===== src/rtl/trace_tagger.sv =====
// Trace tagger: assigns sequence IDs to instructions entering I and follows them through
// X and M, emitting registered one-cycle stage-entry, retire and kill events for the logger.
module trace_tagger #(
    parameter int unsigned ID_W = 32
) (
    input  logic            clk,
    input  logic            reset,
    input  logic            fetch_v,
    input  logic            stall,
    input  logic            flush,
    output logic            inst_v_i,
    output logic [ID_W-1:0] ci,
    output logic            inst_v_x,
    output logic [ID_W-1:0] cx,
    output logic            inst_v_m,
    output logic [ID_W-1:0] cm,
    output logic            inst_v_r,
    output logic [ID_W-1:0] cr,
    output logic            inst_k,
    output logic [ID_W-1:0] ck,
    output logic [ID_W-1:0] retire_cnt
);

    // Pipeline occupancy shadow
    logic            v_i_q, v_i_d;
    logic [ID_W-1:0] id_i_q, id_i_d;
    logic            v_x_q, v_x_d;
    logic [ID_W-1:0] id_x_q, id_x_d;
    logic            v_m_q, v_m_d;
    logic [ID_W-1:0] id_m_q, id_m_d;
    logic [ID_W-1:0] nid_q, nid_d;
    logic [ID_W-1:0] retire_cnt_q, retire_cnt_d;

    // Registered event outputs
    logic            inst_v_i_q, inst_v_i_d;
    logic [ID_W-1:0] ci_q, ci_d;
    logic            inst_v_x_q, inst_v_x_d;
    logic [ID_W-1:0] cx_q, cx_d;
    logic            inst_v_m_q, inst_v_m_d;
    logic [ID_W-1:0] cm_q, cm_d;
    logic            inst_v_r_q, inst_v_r_d;
    logic [ID_W-1:0] cr_q, cr_d;
    logic            inst_k_q, inst_k_d;
    logic [ID_W-1:0] ck_q, ck_d;

    logic            x_to_m;

    // A flush never blocks the branch in X from moving on, even under stall.
    assign x_to_m = v_x_q && (!stall || flush);

    always_comb begin
        v_i_d        = v_i_q;
        id_i_d       = id_i_q;
        v_x_d        = v_x_q;
        id_x_d       = id_x_q;
        v_m_d        = x_to_m;
        id_m_d       = id_m_q;
        nid_d        = nid_q;
        retire_cnt_d = retire_cnt_q;

        inst_v_i_d   = 1'b0;
        ci_d         = ci_q;
        inst_v_x_d   = 1'b0;
        cx_d         = cx_q;
        inst_v_m_d   = x_to_m;
        cm_d         = cm_q;
        inst_v_r_d   = v_m_q;
        cr_d         = cr_q;
        inst_k_d     = 1'b0;
        ck_d         = ck_q;

        if (v_m_q) begin
            cr_d         = id_m_q;
            retire_cnt_d = retire_cnt_q + ID_W'(1);
        end

        if (x_to_m) begin
            id_m_d = id_x_q;
            cm_d   = id_x_q;
        end

        if (flush) begin
            v_x_d = 1'b0;
            v_i_d = 1'b0;
            if (v_i_q) begin
                inst_k_d = 1'b1;
                ck_d     = id_i_q;
            end
        end else if (!stall) begin
            v_x_d      = v_i_q;
            id_x_d     = id_i_q;
            inst_v_x_d = v_i_q;
            if (v_i_q) begin
                cx_d = id_i_q;
            end
            v_i_d = fetch_v;
            if (fetch_v) begin
                id_i_d     = nid_q;
                inst_v_i_d = 1'b1;
                ci_d       = nid_q;
                nid_d      = nid_q + ID_W'(1);
            end
        end
    end

    always_ff @(posedge clk or posedge reset) begin
        if (reset) begin
            v_i_q        <= 1'b0;
            id_i_q       <= '0;
            v_x_q        <= 1'b0;
            id_x_q       <= '0;
            v_m_q        <= 1'b0;
            id_m_q       <= '0;
            nid_q        <= '0;
            retire_cnt_q <= '0;
            inst_v_i_q   <= 1'b0;
            ci_q         <= '0;
            inst_v_x_q   <= 1'b0;
            cx_q         <= '0;
            inst_v_m_q   <= 1'b0;
            cm_q         <= '0;
            inst_v_r_q   <= 1'b0;
            cr_q         <= '0;
            inst_k_q     <= 1'b0;
            ck_q         <= '0;
        end else begin
            v_i_q        <= v_i_d;
            id_i_q       <= id_i_d;
            v_x_q        <= v_x_d;
            id_x_q       <= id_x_d;
            v_m_q        <= v_m_d;
            id_m_q       <= id_m_d;
            nid_q        <= nid_d;
            retire_cnt_q <= retire_cnt_d;
            inst_v_i_q   <= inst_v_i_d;
            ci_q         <= ci_d;
            inst_v_x_q   <= inst_v_x_d;
            cx_q         <= cx_d;
            inst_v_m_q   <= inst_v_m_d;
            cm_q         <= cm_d;
            inst_v_r_q   <= inst_v_r_d;
            cr_q         <= cr_d;
            inst_k_q     <= inst_k_d;
            ck_q         <= ck_d;
        end
    end

    assign inst_v_i   = inst_v_i_q;
    assign ci         = ci_q;
    assign inst_v_x   = inst_v_x_q;
    assign cx         = cx_q;
    assign inst_v_m   = inst_v_m_q;
    assign cm         = cm_q;
    assign inst_v_r   = inst_v_r_q;
    assign cr         = cr_q;
    assign inst_k     = inst_k_q;
    assign ck         = ck_q;
    assign retire_cnt = retire_cnt_q;

endmodule


===== config.mk =====
export PLATFORM = sky130hd
export DESIGN_NAME = trace_tagger
export DESIGN_NICKNAME = d
export VERILOG_FILES = /design/src/rtl/trace_tagger.sv
export SDC_FILE = /design/constraint.sdc
export NUM_CORES = 1
export LEC_CHECK = 0
export BUFFER_PORTS_ARGS = -buffer_cell sky130_fd_sc_hd__buf_2
export CAP_MARGIN = 20
export CORE_UTILIZATION = 35
export CTS_CLUSTER_DIAMETER = 40
export CTS_CLUSTER_SIZE = 30
export DETAILED_ROUTE_END_ITERATION = 10
export PLACE_DENSITY = 0.58
export SYNTH_ARGS = -nofsm -noshare
export SYNTH_HDL_FRONTEND = slang
export SYNTH_SLANG_ARGS = --single-unit

===== constraint.sdc =====
create_clock -name clk -period 9.83 [get_ports clk]
set_input_delay 0 -clock clk [delete_from_list [all_inputs] [get_ports clk]]
set_output_delay 0 -clock clk [all_outputs]
set_load 0.02 [all_outputs]

[Yosys cells after proc, flatten, opt, wreduce, memory -nomap -nowiden]
Cells that the tools add are included.
Word-level totals
  input bits: 5
  logic and storage cells: 38
  register bits: 263
Cells by class
  bitwise gates (word level): 2
  reduce and logical (&&, ||, !) cells: 7
  add/sub/neg operators: 2
  mux-type cells: 11
  equal/unequal tests: 1
Operators by type and width (number)
  $add 32x1->32 const B: 2
  $mux 1: 11
  $reduce_and 3->1: 2
  $reduce_and 2->1: 2
  $ne 2x1->1 const B: 1
  $not 1->1: 2
  $logic_and 1x1->1: 1
  $logic_not 1->1: 1
  $logic_or 1x1->1: 1

[Depth between registers and ports, before layout]
Gate-level depths: netlist of the first run.
  word-level depth: 3
  depth in mapped cells: 7

[Least setup slack after synthesis of the first run]
OpenSTA, ideal clock, no wires.
  path type: reg2reg
  start: register retire_cnt_q[0], in the netlist retire_cnt[0]
  end: register retire_cnt_q[30], in the netlist retire_cnt[30]
  library setup time: 0.080 ns
  path slack: 7.929 ns
  arrival time: 1.821 ns
  stages on the path, launching flop included: 6
  data required time: 9.750 ns
  cell sequence: dfrtp_1 > ha_1 > nand4_4 > or4_4 > nor3b_2 > xor2_1
On the way
  word-level cells in the longest chain between the ends: 1
RTL lines
  start: declaration: line 32  | logic [ID_W-1:0] retire_cnt_q, retire_cnt_d;
  start signal: assignment: line 134  | retire_cnt_q <= retire_cnt_d;
  $add 32x1->32: line 74  | retire_cnt_d = retire_cnt_q + ID_W'(1);
Every way passes these cells.
A chain may end at the register's enable or synchronous reset.

[Final worst setup path of the first run]
  start: input port flush
  end: register cx_q[26], in the netlist cx[26]
On the way
  word-level cells in the longest chain between the ends: 2
RTL lines
  start: declaration: line 10  | input logic flush,
  $not 1->1 (no source line)
  $reduce_and 3->1 (no source line)
  end signal: assignment: line 119  | cx_q <= '0;
  end signal: assignment: line 138  | cx_q <= cx_d;
  end: declaration: line 38  | logic [ID_W-1:0] cx_q, cx_d;
Every way passes these cells.

==> results of run 1 <==
critical path, stage by stage:
cell                            delay (ns)
sky130_fd_sc_hd__dlygate4sd3_1        0.53
sky130_fd_sc_hd__buf_2                0.18
sky130_fd_sc_hd__nor2_4               0.80
sky130_fd_sc_hd__and2_1               0.79
sky130_fd_sc_hd__buf_4                0.40
sky130_fd_sc_hd__mux2_2               0.37
stage by stage:
stage                     instances  hold WS (ns)  setup slack, ns  cell area (µm²)
final                          1385        0.1993            7.130            13140
after global routing           1385        0.2800            6.947            13140
after CTS                      1384        0.2420            7.067            13110
after detailed placement       1310        0.2346            7.139            11740
after global placement         1309        0.2377            7.133            11720
after floorplan                 747        0.1530            2.590            10300
cells in the final DEF (no fill, tap or decap), drive strengths merged, types with 10 or more instances in the layout:
master	Yosys	final
and4	14	14
nand2	115	115
dfrtp	263	263
mux2	161	161
nand4	13	13
xnor2	39	39
nor2	10	10
clkbuf	6	40
nand3	28	28
inv	10	23
xor2	23	23
buf	22	208
worst min-delay path by stage:
| stage | startpoint | to | slack (ns) | cells past startpoint |
|---|---|---|---|---|
| after floorplan | fetch_v | v_i_q$_DFFE_PP0N_ | 0.15 | 2 |
| after global placement | reset | retire_cnt[30]$_DFFE_PP0P_ | 0.24 | 2 |
| after detailed placement | reset | retire_cnt[25]$_DFFE_PP0P_ | 0.23 | 2 |
| after CTS | reset | cm[27]$_DFFE_PP0P_ | 0.24 | 3 |
| after global routing | reset | retire_cnt[21]$_DFFE_PP0P_ | 0.28 | 3 |
| final | reset | retire_cnt[25]$_DFFE_PP0P_ | 0.20 | 3 |
where the power goes:
group,leakage (nW),switching (mW),total [mW],internal [mW]
Clock,0.636,0.530,1.38,0.852
Combinational,2.87,0.132,0.214,0.0825
Sequential,3.64,0.0641,1.21,1.14
logic make-up after synthesis:
kind of cell             after synthesis  share of synthesized area
AO/OA/AOI/OAI                          2                  0.0009706
XOR/XNOR                              62                    0.05271
adder cells (fa/ha/maj)                2                   0.002429
buffers and inverters                 38                    0.01676
flip-flops                           263                     0.6388
multiplexers                         163                     0.1779
AND/OR/NAND/NOR                      217                     0.1104
state kept, by name, indices dropped and copies added (netlist names):
name / flops
ci: 32
ck: 32
cm: 32
cr: 32
cx: 32
id_x_q: 32
nid_q: 32
retire_cnt: 32
inst_k: 1
inst_v_i: 1
inst_v_m: 1
inst_v_r: 1
inst_v_x: 1
v_i_q: 1
v_x_q: 1
per-layer routing:
layer	track usage	vias up
met3	0.02675	38
met4	0.04867	0
li1	-	3039
met5	0	-
met1	0.2337	3297
met2	0.2542	153
area by class of cell:
type,instances,area (µm²)
flip-flops and latches,263,6583
fillers,2646,15720
inverters,10,45.04
clock buffers,40,978.4
clock inverters,28,335.3
well taps,384,480.5
multi-input cells,446,3565
repair buffers,214,1151
timing repair:
action | 4_1_cts | 5_1_grt
hold buffers | 6 | 0
setup buffers | 0 | 0
endpoints found under the hold margin | 122 | 0
==> PnR_summary.wiki, run 1 <==
{| class="wikitable"
! Metric !! Value
|-
| Synthesized instance count || 747
|-
| Crit Path Max Fanout || 34
|-
| Category of the worst setup path capture point || flop
|-
| Via Count || 6527
|-
| Final design utilization || 0.4553
|-
| 1st-pass router iterations || 6
|-
| Worst reg-to-reg setup slack || 7.47 ns
|-
| Worst skew pair latency || 0.52 ns
|-
| Slew of the pin with the lowest slew margin || 1.016 ns
|-
| Number of buffers inserted by port buffering || 201
|-
| M1 wire length || 11510 µm
|-
| Result of the run || completed
|-
| Remaining DRCs || 0
|-
| Clock H-tree levels || 2
|-
| Total power || 2.801 mW
|-
| Die ar. || 30120 µm²
|-
| Maximum capacitance violations || 0
|-
| Final-report hold violation count || 0
|-
| Synth top cells by count || 263 x sky130_fd_sc_hd__dfrtp_1, 161 x sky130_fd_sc_hd__mux2_2, 115 x sky130_fd_sc_hd__nand2_1, 39 x sky130_fd_sc_hd__xnor2_1, 28 x sky130_fd_sc_hd__nand3_1
|-
| Maximum achievable frequency || 370.4 MHz
|-
| GRT Util Overall || 0.1631
|-
| Last weighted congestion value of the routability-driven placer || 0.7700
|-
| Share of the synthesized area in the top cell type || 0.6388
|-
| Fin. max-slew vios || 0
|-
| Dominant cells by area after synthesis || sky130_fd_sc_hd__dfrtp_1 64%, sky130_fd_sc_hd__mux2_2 18%, sky130_fd_sc_hd__nand2_1 4.2%, sky130_fd_sc_hd__xnor2_1 3.3%, sky130_fd_sc_hd__xor2_1 2.0%
|-
| Tightest slew margin relative to the limit || 0.3210
|-
| Period utilization || 0.2746
|-
| Count of endpoints failing setup in the final report || 0
|-
| Initial standard-cell utilization of the core || 0.3570
|-
| Avg Cell Area, Syn || 13.79 µm²
|-
| Pin count of the biggest net entering global routing || 119
|-
| Detailed-route vias per instance || 4.713
|-
| Sum of routed wire length over all layers || 24320 µm
|-
| Detailed placement HPWL || 16550 µm
|-
| Detailed router's first-iteration violation count || 434
|-
| Class of the tightest hold or removal check || in2async
|-
| Mapped cell area || 10300 µm²
|-
| Number of cells traversed by the worst register-to-register path || 4
|-
| Last element of the critical path || cx[26]$_DFFE_PP0P_
|-
| Gates resized, CTS repair || 0
|-
| Top flip-flop cell by instance count after synthesis || sky130_fd_sc_hd__dfrtp_1
|-
| Warning count from the yosys run || 0
|-
| Peak ir drop on the vdd network || 0.0001156 V
|-
| Num Clock Sinks || 263
|-
| Vertical die dimension || 173.6 µm
|-
| Highest signal layer in the routed design || met4
|-
| Max Root-Sink Buffers || 3
|-
| Die Span X || 173.6 µm
|-
| Reg2Reg Launch Point || inst_v_m$_DFF_PP0_
|-
| Core area || 28860 µm²
|-
| Number of distinct standard cells referenced by the synthesized netlist || 33
|-
| Share of synthesized registers carrying an async set or reset || 1.000
|-
| Worst EP arrival || 3.09 ns
|-
| Syn_nets || 754
|-
| Count of nets after finishing || 979
|-
| Fin crit period || 2.700 ns
|-
| Post-synth EDFFs || 0
|-
| Power density relative to cell area || 213.2 nW/µm²
|-
| Clock tree skew after final layout || 0.01295 ns
|-
| Number of nets with antenna violations after routing || 0
|-
| Std-Cell Rows || 62
|-
| Layout cells sized above 1 || 0.4535
|-
| Met3 routed wirelength || 973 µm
|-
| Part of the Yosys area used for sequential elements || 0.6388
|-
| Met2 wire len || 11380 µm
|-
| Number of ports placed on the die boundary || 202
|-
| Initial antenna violation count || 0
|-
| Cell type contributing the most total cell area after synthesis || sky130_fd_sc_hd__dfrtp_1
|-
| Reg-to-reg endpoint || retire_cnt[18]$_DFFE_PP0P_
|-
| Setup repair after global routing missed its margin || no
|-
| Cts bufs inserted || 37
|-
| Root buffer cell || sky130_fd_sc_hd__clkbuf_16
|-
| # diodes || 0
|-
| Sum of overflow across all layers after global routing || 0
|-
| Most repeated cell in the gate-level netlist after synthesis || sky130_fd_sc_hd__dfrtp_1
|-
| Worst Path Class, Setup || in2reg
|-
| CTS tree || yes
|-
| CP startpoint kind || input pin
|-
| Via count of the first global-routing pass || 6419
|-
| Global-route wire length before repair || 38440 µm
|-
| Total negative setup slack || 0 ns
|-
| Routed wirelength normalized by instance count || 17.56 µm
|-
| Worst Setup SP || flush
|-
| Area growth, synth to finish || 27.52%
|-
| CP Data Required Time || 10.22 ns
|-
| Leakage power of the design || 7.152 nW
|-
| Clock-pin transition on the worst setup and hold timing paths || 0.05 ns
|-
| Seq cells post-synth || 263
|}
No activity file was read; power rests on OpenSTA's default activity.
==> run 2, diff against run 1 <==
--- a/config.mk
+++ b/config.mk
@@ -5,6 +5,7 @@
 export SDC_FILE = /design/constraint.sdc
 export NUM_CORES = 1
 export LEC_CHECK = 0
+export ABC_AREA = 1
 export BUFFER_PORTS_ARGS = -buffer_cell sky130_fd_sc_hd__buf_2
 export CAP_MARGIN = 20
 export CORE_UTILIZATION = 35
==> constraint.sdc (replaced) <==
create_clock -name clk -period 2.6 [get_ports clk]
set_input_delay 0 -clock clk [delete_from_list [all_inputs] [get_ports clk]]
set_output_delay 0 -clock clk [all_outputs]
set_load 0.02 [all_outputs]
==> PnR_summary.wiki, run 2 <==
{| class="wikitable"
! Metric !! Value
|-
| Number of distinct standard cells referenced by the synthesized netlist || 27 (-18%)
|-
| Fin. max-slew vios || 0 (unchanged)
|-
| Top library cells by usage in the layout, fill and taps aside || 396 x sky130_fd_sc_hd__nand2_1, 263 x sky130_fd_sc_hd__dfrtp_1, 201 x sky130_fd_sc_hd__buf_2, 132 x sky130_fd_sc_hd__o21ai_0, 127 x sky130_fd_sc_hd__inv_1
|-
| Count of endpoints failing setup in the final report || 0 (unchanged)
|-
| Mapped cell area || 10760 µm² (+4.4%)
|-
| Tightest slew margin relative to the limit || 0.4494 (+0.1284)
|-
| Count of nets after finishing || 1405 (+44%)
|-
| CP startpoint kind || input pin
|-
| Setup repair after global routing missed its margin || no
|-
| Reg2Reg Launch Point || inst_v_m$_DFF_PP0_
|-
| Power density relative to cell area || 969.0 nW/µm² (+350%)
|-
| Cell type contributing the most total cell area after synthesis || sky130_fd_sc_hd__dfrtp_1
|-
| Root buffer cell || sky130_fd_sc_hd__clkbuf_16
|-
| Last weighted congestion value of the routability-driven placer || 0.8575 (+11%)
|-
| Crit Path Max Fanout || 40 (+18%)
|-
| Sum of overflow across all layers after global routing || 0 (unchanged)
|-
| Peak ir drop on the vdd network || 0.0004813 V (+320%)
|-
| Clock H-tree levels || 2 (unchanged)
|-
| Reg-to-reg endpoint || retire_cnt[27]$_DFFE_PP0P_
|-
| Syn_nets || 1187 (+57%)
|-
| Area share of xor/xnor cells in the synthesized design || 0.03582 (-0.01689)
|-
| Critical path depth || 10 (+4)
|-
| Die ar. || 31440 µm² (+4.4%)
|-
| Setup slack after layout || 0.8193 ns (-6.311 ns)
|-
| Number of cells traversed by the worst register-to-register path || 7 (+3)
|-
| Core area || 29950 µm² (+3.8%)
|-
| Most common library cell in the layout ignoring fill and taps || sky130_fd_sc_hd__nand2_1
|-
| Via Count || 8331 (+28%)
|-
| Worst EP arrival || 2.18 ns (-0.91 ns)
|-
| Clock-pin transition on the worst setup and hold timing paths || 0.05 ns (about the same)
|-
| Global-route wire length before repair || 44820 µm (+17%)
|-
| Remaining DRCs || 0 (unchanged)
|-
| Detailed placement HPWL || 19740 µm (+19%)
|-
| Total negative setup slack || 0 ns (unchanged)
|-
| Dominant combinational cell family by area after synthesis || simple AND/OR/NAND/NOR gates
|-
| Worst reg-to-reg setup slack || 0.94 ns (-6.53 ns)
|-
| Routed wirelength normalized by instance count || 15.23 µm (-13%)
|-
| Cell with the largest stage delay on the worst path || sky130_fd_sc_hd__dlygate4sd3_1
|-
| Most heavily used metal layer in global routing || met2
|-
| Result of the run || completed
|-
| Last element of the critical path || cx[27]$_DFFE_PP0P_
|-
| Std-Cell Rows || 63 (+1.6%)
|-
| Worst Setup SP || flush
|-
| Top flip-flop cell by instance count after synthesis || sky130_fd_sc_hd__dfrtp_1
|-
| Die Span X || 177.3 µm (+2.2%)
|-
| Number of buffers inserted by port buffering || 201 (unchanged)
|-
| Final-report hold violation count || 0 (unchanged)
|-
| 1st-pass router iterations || 4 (-2)
|-
| GRT Util Overall || 0.1801 (+0.01692)
|-
| Adder-cell share of the synthesized area || 0.002326 (-0.0001028)
|-
| Via count of the first global-routing pass || 8099 (+26%)
|-
| Detailed-route vias per instance || 4.575 (-2.9%)
|-
| Cts bufs inserted || 41 (+11%)
|-
| Avg Cell Area, Syn || 9.117 µm² (-34%)
|-
| Most repeated cell in the gate-level netlist after synthesis || sky130_fd_sc_hd__nand2_1
|-
| Warning count from the yosys run || 0 (unchanged)
|-
| Share of the synthesized area in the top cell type || 0.6118 (-0.02704)
|-
| Maximum capacitance violations || 0 (unchanged)
|-
| Maximum achievable frequency || 561.6 MHz
|-
| Met3 usage in global routing || 0.02935 (+0.002594)
|-
| Synthesized instance count || 1180 (+58%)
|-
| Slew of the pin with the lowest slew margin || 0.8247 ns (-0.1913 ns)
|-
| Fin crit period || 1.781 ns
|-
| Leakage power of the design || 7.017 nW (-1.9%)
|-
| Num Clock Sinks || 263 (unchanged)
|-
| Sum of routed wire length over all layers || 27740 µm (+14%)
|-
| Number of nets with antenna violations after routing || 0 (unchanged)
|-
| Detailed router's first-iteration violation count || 646 (+49%)
|-
| CTS tree || yes
|-
| Pin count of the biggest net entering global routing || 89 (-25%)
|-
| Share of synthesized registers carrying an async set or reset || 1.000 (unchanged)
|-
| Cell-by-cell trace of the critical path || dlygate4sd3_1 -> buf_2 -> nor2_4 -> dlygate4sd3_1 -> inv_2 -> nor2_2 -> inv_2 -> buf_12 -> nand2_1 -> o21ai_0
|-
| Vertical die dimension || 177.3 µm (+2.2%)
|-
| Period utilization || 0.6849
|-
| Synth top cells by count || 397 x sky130_fd_sc_hd__nand2_1, 263 x sky130_fd_sc_hd__dfrtp_1, 132 x sky130_fd_sc_hd__o21ai_0, 128 x sky130_fd_sc_hd__inv_1, 61 x sky130_fd_sc_hd__nor2_1
|-
| Worst skew pair latency || 0.52 ns (about the same)
|-
| Initial antenna violation count || 0 (unchanged)
|-
| Number of ports placed on the die boundary || 202 (unchanged)
|-
| Worst Path Class, Setup || in2reg
|-
| Class of the tightest hold or removal check || in2async
|-
| # diodes || 0 (unchanged)
|-
| Gates resized, CTS repair || 0 (unchanged)
|-
| Category of the worst setup path capture point || flop
|-
| GR Util met2 || 0.2786 (+0.02446)
|-
| Seq cells post-synth || 263 (unchanged)
|-
| Critical path's top delay family || buffers and inverters
|-
| Met1 Resource Use GR || 0.2616 (+0.02792)
|-
| Synth Area in Simple Gates || 0.2056 (+0.09523)
|-
| Post-synth EDFFs || 0 (unchanged)
|-
| Longest individual stage delay on the worst path || 0.58 ns (-0.22 ns)
|-
| Layout cells sized above 1 || 0.2236 (-0.2299)
|-
| Area growth, synth to finish || 27.91%
|-
| Mux cell area share after synthesis || 0 (-0.1779)
|-
| Initial standard-cell utilization of the core || 0.3591 (+0.002141)
|-
| Clock tree skew after final layout || 0.01776 ns (+0.004814 ns)
|-
| Part of the Yosys area used for sequential elements || 0.6118 (-0.02704)
|-
| Placement-stage worst setup slack || 0.9171 ns (-6.222 ns)
|-
| Dominant cells by area after synthesis || sky130_fd_sc_hd__dfrtp_1 61%, sky130_fd_sc_hd__nand2_1 14%, sky130_fd_sc_hd__o21ai_0 6.1%, sky130_fd_sc_hd__inv_1 4.5%, sky130_fd_sc_hd__xor2_1 2.6%
|-
| Max Root-Sink Buffers || 3 (unchanged)
|-
| Complex-gate fraction of the synthesized area || 0.07688 (+0.07591)
|-
| CP Data Required Time || 3.00 ns (-7.22 ns)
|-
| Crit path buffers/inverters || 6 (+3)
|}
-- run 2: cell types whose count changed in the layout (fill, tap and decap cells not counted), moves of 9 or more --
cell                      delta
sky130_fd_sc_hd__nand2_1   +281
sky130_fd_sc_hd__o21ai_0   +131
sky130_fd_sc_hd__nor2_4     +10
sky130_fd_sc_hd__nor2_1     +53
sky130_fd_sc_hd__and4_1     -14
sky130_fd_sc_hd__xor2_1      +9
sky130_fd_sc_hd__o21ai_1    +31
sky130_fd_sc_hd__inv_1     +118
sky130_fd_sc_hd__xnor2_1    -27
sky130_fd_sc_hd__mux2_2    -161
-- run 2: per-layer routing --
layer | wire length [µm] | up-vias
li1 | - | 4119
met1 | 13360 | 3964
met2 | 12630 | 205
met3 | 1253 | 43
met4 | 499 | 0
met5 | 0 | -
-- run 2: kinds of logic after synthesis --
| logic type | after synthesis |
|---|---|
| simple gates | 532 |
| flops | 263 |
| buf+inv | 175 |
| compound gates | 164 |
| xor+xnor | 44 |
| fa+ha+maj | 2 |
-- run 2: worst min-delay path by stage --
stage / to / depth (start not counted) / start / slack [ns]
2_1_floorplan: inst_v_x$_DFF_PP0_ / 3 / stall / 0.13
3_3_place_gp: cr[5]$_DFFE_PP0P_ / 2 / reset / 0.12
3_5_place_dp: cr[5]$_DFFE_PP0P_ / 2 / reset / 0.12
4_1_cts: cm[8]$_DFFE_PP0P_ / 3 / reset / 0.12
5_1_grt: cm[8]$_DFFE_PP0P_ / 3 / reset / 0.18
6_report: cr[5]$_DFFE_PP0P_ / 3 / reset / 0.13
-- run 2: tightest hold or removal path: stages --
cell and delay (ns):
sky130_fd_sc_hd__dlygate4sd3_1 0.53, sky130_fd_sc_hd__buf_2 0.13, sky130_fd_sc_hd__clkinvlp_4 0.41
-- run 2: area by class of cell --
class                      count  area (µm²)
tap                          390       488.0
clock buffer                  45        1081
multi-input combinational    742        3452
clock inverter                31       441.7
inverter                     133       503.0
sequential                   263        6581
fill                        2912       16190
timing repair buffer         217        1214
-- run 2: what timing repair did --
item	4_1_cts	5_1_grt
buffers inserted	0	0
hold buffers	5	0
hold endpoints to repair	26	0
-- run 2: through the flow --
stage               hold WS (ns)  std cells  total power [mW]  utilization  cell area (µm²)
CTS                       0.1180       1821             13.50       0.4594            13760
global route              0.1791       1821             13.94       0.4594            13760
finish                    0.1252       1821             13.33       0.4594            13760
global placement          0.1196       1740             7.448       0.4069            12190
detailed placement        0.1186       1740             7.496       0.4069            12190
floorplan                 0.1316       1180             6.550            -            10760
-- run 2: power by group --
group / leakage (nW) / switching (mW) / internal (mW) / total [mW]
clock network: 0.738 / 2.07 / 3.86 / 5.93
registers: 3.44 / 0.502 / 4.74 / 5.24
logic: 2.84 / 1.47 / 0.692 / 2.16
==> run 3, diff against run 2 <==
--- a/config.mk
+++ b/config.mk
@@ -5,14 +5,14 @@
 export SDC_FILE = /design/constraint.sdc
 export NUM_CORES = 1
 export LEC_CHECK = 0
-export ABC_AREA = 1
+export ABC_AREA = 0
 export BUFFER_PORTS_ARGS = -buffer_cell sky130_fd_sc_hd__buf_2
 export CAP_MARGIN = 20
 export CORE_UTILIZATION = 35
 export CTS_CLUSTER_DIAMETER = 40
 export CTS_CLUSTER_SIZE = 30
 export DETAILED_ROUTE_END_ITERATION = 10
-export PLACE_DENSITY = 0.58
+export PLACE_DENSITY = 0.6
 export SYNTH_ARGS = -nofsm -noshare
 export SYNTH_HDL_FRONTEND = slang
 export SYNTH_SLANG_ARGS = --single-unit
==> constraint.sdc (replaced) <==
create_clock -name clk -period 1.55 [get_ports clk]
set_input_delay 0 -clock clk [delete_from_list [all_inputs] [get_ports clk]]
set_output_delay 0 -clock clk [all_outputs]
set_load 0.02 [all_outputs]
==> PnR_summary.wiki, run 3 (same netlist as run 1, synthesis figures left out) <==
{| class="wikitable"
! Metric !! Value
|-
| Reg-to-reg endpoint || retire_cnt[30]$_DFFE_PP0P_
|-
| Std-Cell Rows || 62 (-1.6%)
|-
| Maximum achievable frequency || 612.5 MHz
|-
| Critical path depth || 5 (-5)
|-
| Root buffer cell || sky130_fd_sc_hd__clkbuf_16
|-
| Tightest slew margin relative to the limit || 0.7145 (+0.2651)
|-
| Pin count of the biggest net entering global routing || 60 (-33%)
|-
| Number of ports placed on the die boundary || 202 (unchanged)
|-
| Num Clock Sinks || 263 (unchanged)
|-
| Number of standard cells in the final layout excluding fillers || 1456 (-20%)
|-
| Count of nets after finishing || 1050 (-25%)
|-
| Peak ir drop on the vdd network || 0.0007310 V (+52%)
|-
| CTS tree || yes
|-
| Highest signal layer in the routed design || met4
|-
| Area growth, synth to finish || 35.18%
|-
| Reg2Reg Launch Point || retire_cnt[1]$_DFFE_PP0P_
|-
| Top library cells by usage in the layout, fill and taps aside || 262 x sky130_fd_sc_hd__dfrtp_1, 201 x sky130_fd_sc_hd__buf_2, 161 x sky130_fd_sc_hd__mux2_2, 113 x sky130_fd_sc_hd__nand2_1, 64 x sky130_fd_sc_hd__buf_4
|-
| Cell with the largest stage delay on the worst path || sky130_fd_sc_hd__or4_4
|-
| Number of inserted filler cells in the final layout || 2624 (-9.9%)
|-
| Initial antenna violation count || 0 (unchanged)
|-
| Clock-pin transition on the worst setup and hold timing paths || 0.06 ns (about the same)
|-
| Count of endpoints failing setup in the final report || 5 (+5)
|-
| Sum of routed wire length over all layers || 25080 µm (-9.6%)
|-
| Worst skew pair latency || 0.52 ns (about the same)
|-
| Setup repair after global routing missed its margin || yes
|-
| Last element of the critical path || retire_cnt[30]$_DFFE_PP0P_
|-
| Detailed placement HPWL || 17570 µm (-11%)
|-
| # diodes || 0 (unchanged)
|-
| Crit Path Max Fanout || 5 (-88%)
|-
| Last weighted congestion value of the routability-driven placer || 0.8084 (-5.7%)
|-
| Worst Setup SP || retire_cnt[1]$_DFFE_PP0P_
|-
| Cell-by-cell trace of the critical path || ha_4 -> nand4_4 -> or4_4 -> nor3b_2 -> xor2_1
|-
| Class of the tightest hold or removal check || in2async
|-
| Fin. max-slew vios || 0 (unchanged)
|-
| Remaining DRCs || 0 (unchanged)
|-
| Routed wirelength normalized by instance count || 17.23 µm (+13%)
|-
| Number of cells traversed by the worst register-to-register path || 5 (-2)
|-
| Power density relative to cell area || 1298 nW/µm² (+34%)
|-
| Leakage power of the design || 7.655 nW (+9.1%)
|-
| Result of the run || complete, but fails checks
|-
| Die Span X || 173.6 µm (-2.1%)
|-
| Number of nets with antenna violations after routing || 0 (unchanged)
|-
| Failing checks || setup timing
|-
| Via count of the first global-routing pass || 6930 (-14%)
|-
| Die ar. || 30120 µm² (-4.2%)
|-
| Initial standard-cell utilization of the core || 0.3570 (-0.002141)
|-
| Count of placed standard cells including taps || 1371 (-21%)
|-
| CP startpoint kind || flop
|-
| Via Count || 6847 (-18%)
|-
| Period utilization || 1.053
|-
| Met2 wire len || 12170 µm (-3.6%)
|-
| Slew of the pin with the lowest slew margin || 0.4273 ns (-0.3974 ns)
|-
| Setup slack after layout || -0.08265 ns (-0.9020 ns)
|-
| Core area || 28860 µm² (-3.7%)
|-
| Crit path buffers/inverters || 0 (-6)
|-
| Final-report hold violation count || 0 (unchanged)
|-
| CP Data Required Time || 1.99 ns (-1.01 ns)
|-
| Most common library cell in the layout ignoring fill and taps || sky130_fd_sc_hd__dfrtp_1
|-
| Vertical die dimension || 173.6 µm (-2.1%)
|-
| 1st-pass router iterations || 4 (unchanged)
|-
| Worst reg-to-reg setup slack || -0.08 ns (-1.02 ns)
|-
| Number of buffers inserted by port buffering || 201 (unchanged)
|-
| Global-route wire length before repair || 40370 µm (-9.9%)
|-
| Sum of overflow across all layers after global routing || 0 (unchanged)
|-
| Critical path's top delay family || simple AND/OR/NAND/NOR gates
|-
| Clock tree skew after final layout || 0.02237 ns (+0.004601 ns)
|-
| Met3 routed wirelength || 906 µm (-28%)
|-
| Detailed router's first-iteration violation count || 343 (-47%)
|-
| Clock H-tree levels || 2 (unchanged)
|-
| Maximum capacitance violations || 0 (unchanged)
|-
| Max Root-Sink Buffers || 3 (unchanged)
|-
| Detailed-route vias per instance || 4.703 (+2.8%)
|-
| Final design utilization || 0.4826 (+0.02322)
|-
| Cts bufs inserted || 38 (-7.3%)
|-
| M1 wire length || 11430 µm (-14%)
|-
| Longest individual stage delay on the worst path || 0.60 ns (+0.02 ns)
|-
| Layout cells sized above 1 || 0.5028 (+0.2792)
|-
| Worst Path Class, Setup || reg2reg
|-
| Worst EP arrival || 2.07 ns (-0.11 ns)
|-
| GRT Util Overall || 0.1710 (-0.009040)
|-
| Category of the worst setup path capture point || flop
|-
| Fin crit period || 1.633 ns
|}
==> run 3: stage by stage <==
stage,power [mW],hold WS [ns],setup TNS (ns),area [µm²],worst slack [ns]
3_5_place_dp,9.331,0.02690,-0.6396,12340,-0.1593
5_1_grt,18.76,0.06957,-0.7699,13930,-0.1575
2_1_floorplan,8.542,0.1530,-506.52,10310,-1.920
4_1_cts,18.24,0.03538,-0.5172,13750,-0.1285
6_report,18.08,0.04497,-0.2327,13930,-0.08265
3_3_place_gp,9.289,0.02443,-0.5531,12340,-0.1224
==> run 3: worst min-delay path: cells and delay by family <==
kind     cells  cell delay, ns
buf+inv      3            0.96
==> run 3: worst min-delay path by stage <==
stage	cells after the start	slack, ns	from	endpoint
floorplan	2	0.15	fetch_v	v_i_q$_DFFE_PP0N_
global placement	2	0.02	reset	retire_cnt[13]$_DFFE_PP0P_
detailed placement	2	0.03	reset	retire_cnt[13]$_DFFE_PP0P_
CTS	3	0.04	reset	retire_cnt[3]$_DFFE_PP0P_
global route	3	0.07	reset	retire_cnt[3]$_DFFE_PP0P_
finish	3	0.04	reset	retire_cnt[3]$_DFFE_PP0P_
==> run 3: per-layer routing <==
layer	vias up	track usage
li1	3175	-
met5	-	0
met4	0	0.05789
met2	128	0.2723
met3	41	0.02807
met1	3503	0.2373
==> run 3: area by class of cell <==
type | count | area [µm²] | share of cell area
inverter | 10 | 41.29 | 0.002965
tap | 384 | 480.5 | 0.03450
sequential | 263 | 6583 | 0.4726
timing repair buffer | 284 | 1802 | 0.1294
clock inverter | 24 | 285.3 | 0.02048
multi-input combinational | 446 | 3697 | 0.2655
clock buffer | 45 | 1039 | 0.07457
==> run 3: repair_timing <==
item	4_1_cts	5_1_grt
pin swaps	10	12
hold endpoints to repair	157	0
buffers inserted	0	10
gates resized for setup	5	20
gates cloned	0	0
setup endpoints to repair	7	31
hold buffers	6	0
==> run 3: power breakdown <==
| part | switching, mW | total, mW | internal [mW] |
|---|---|---|---|
| registers | 0.315 | 7.55 | 7.24 |
| logic | 0.987 | 1.75 | 0.759 |
| clock network | 3.34 | 8.78 | 5.44 |
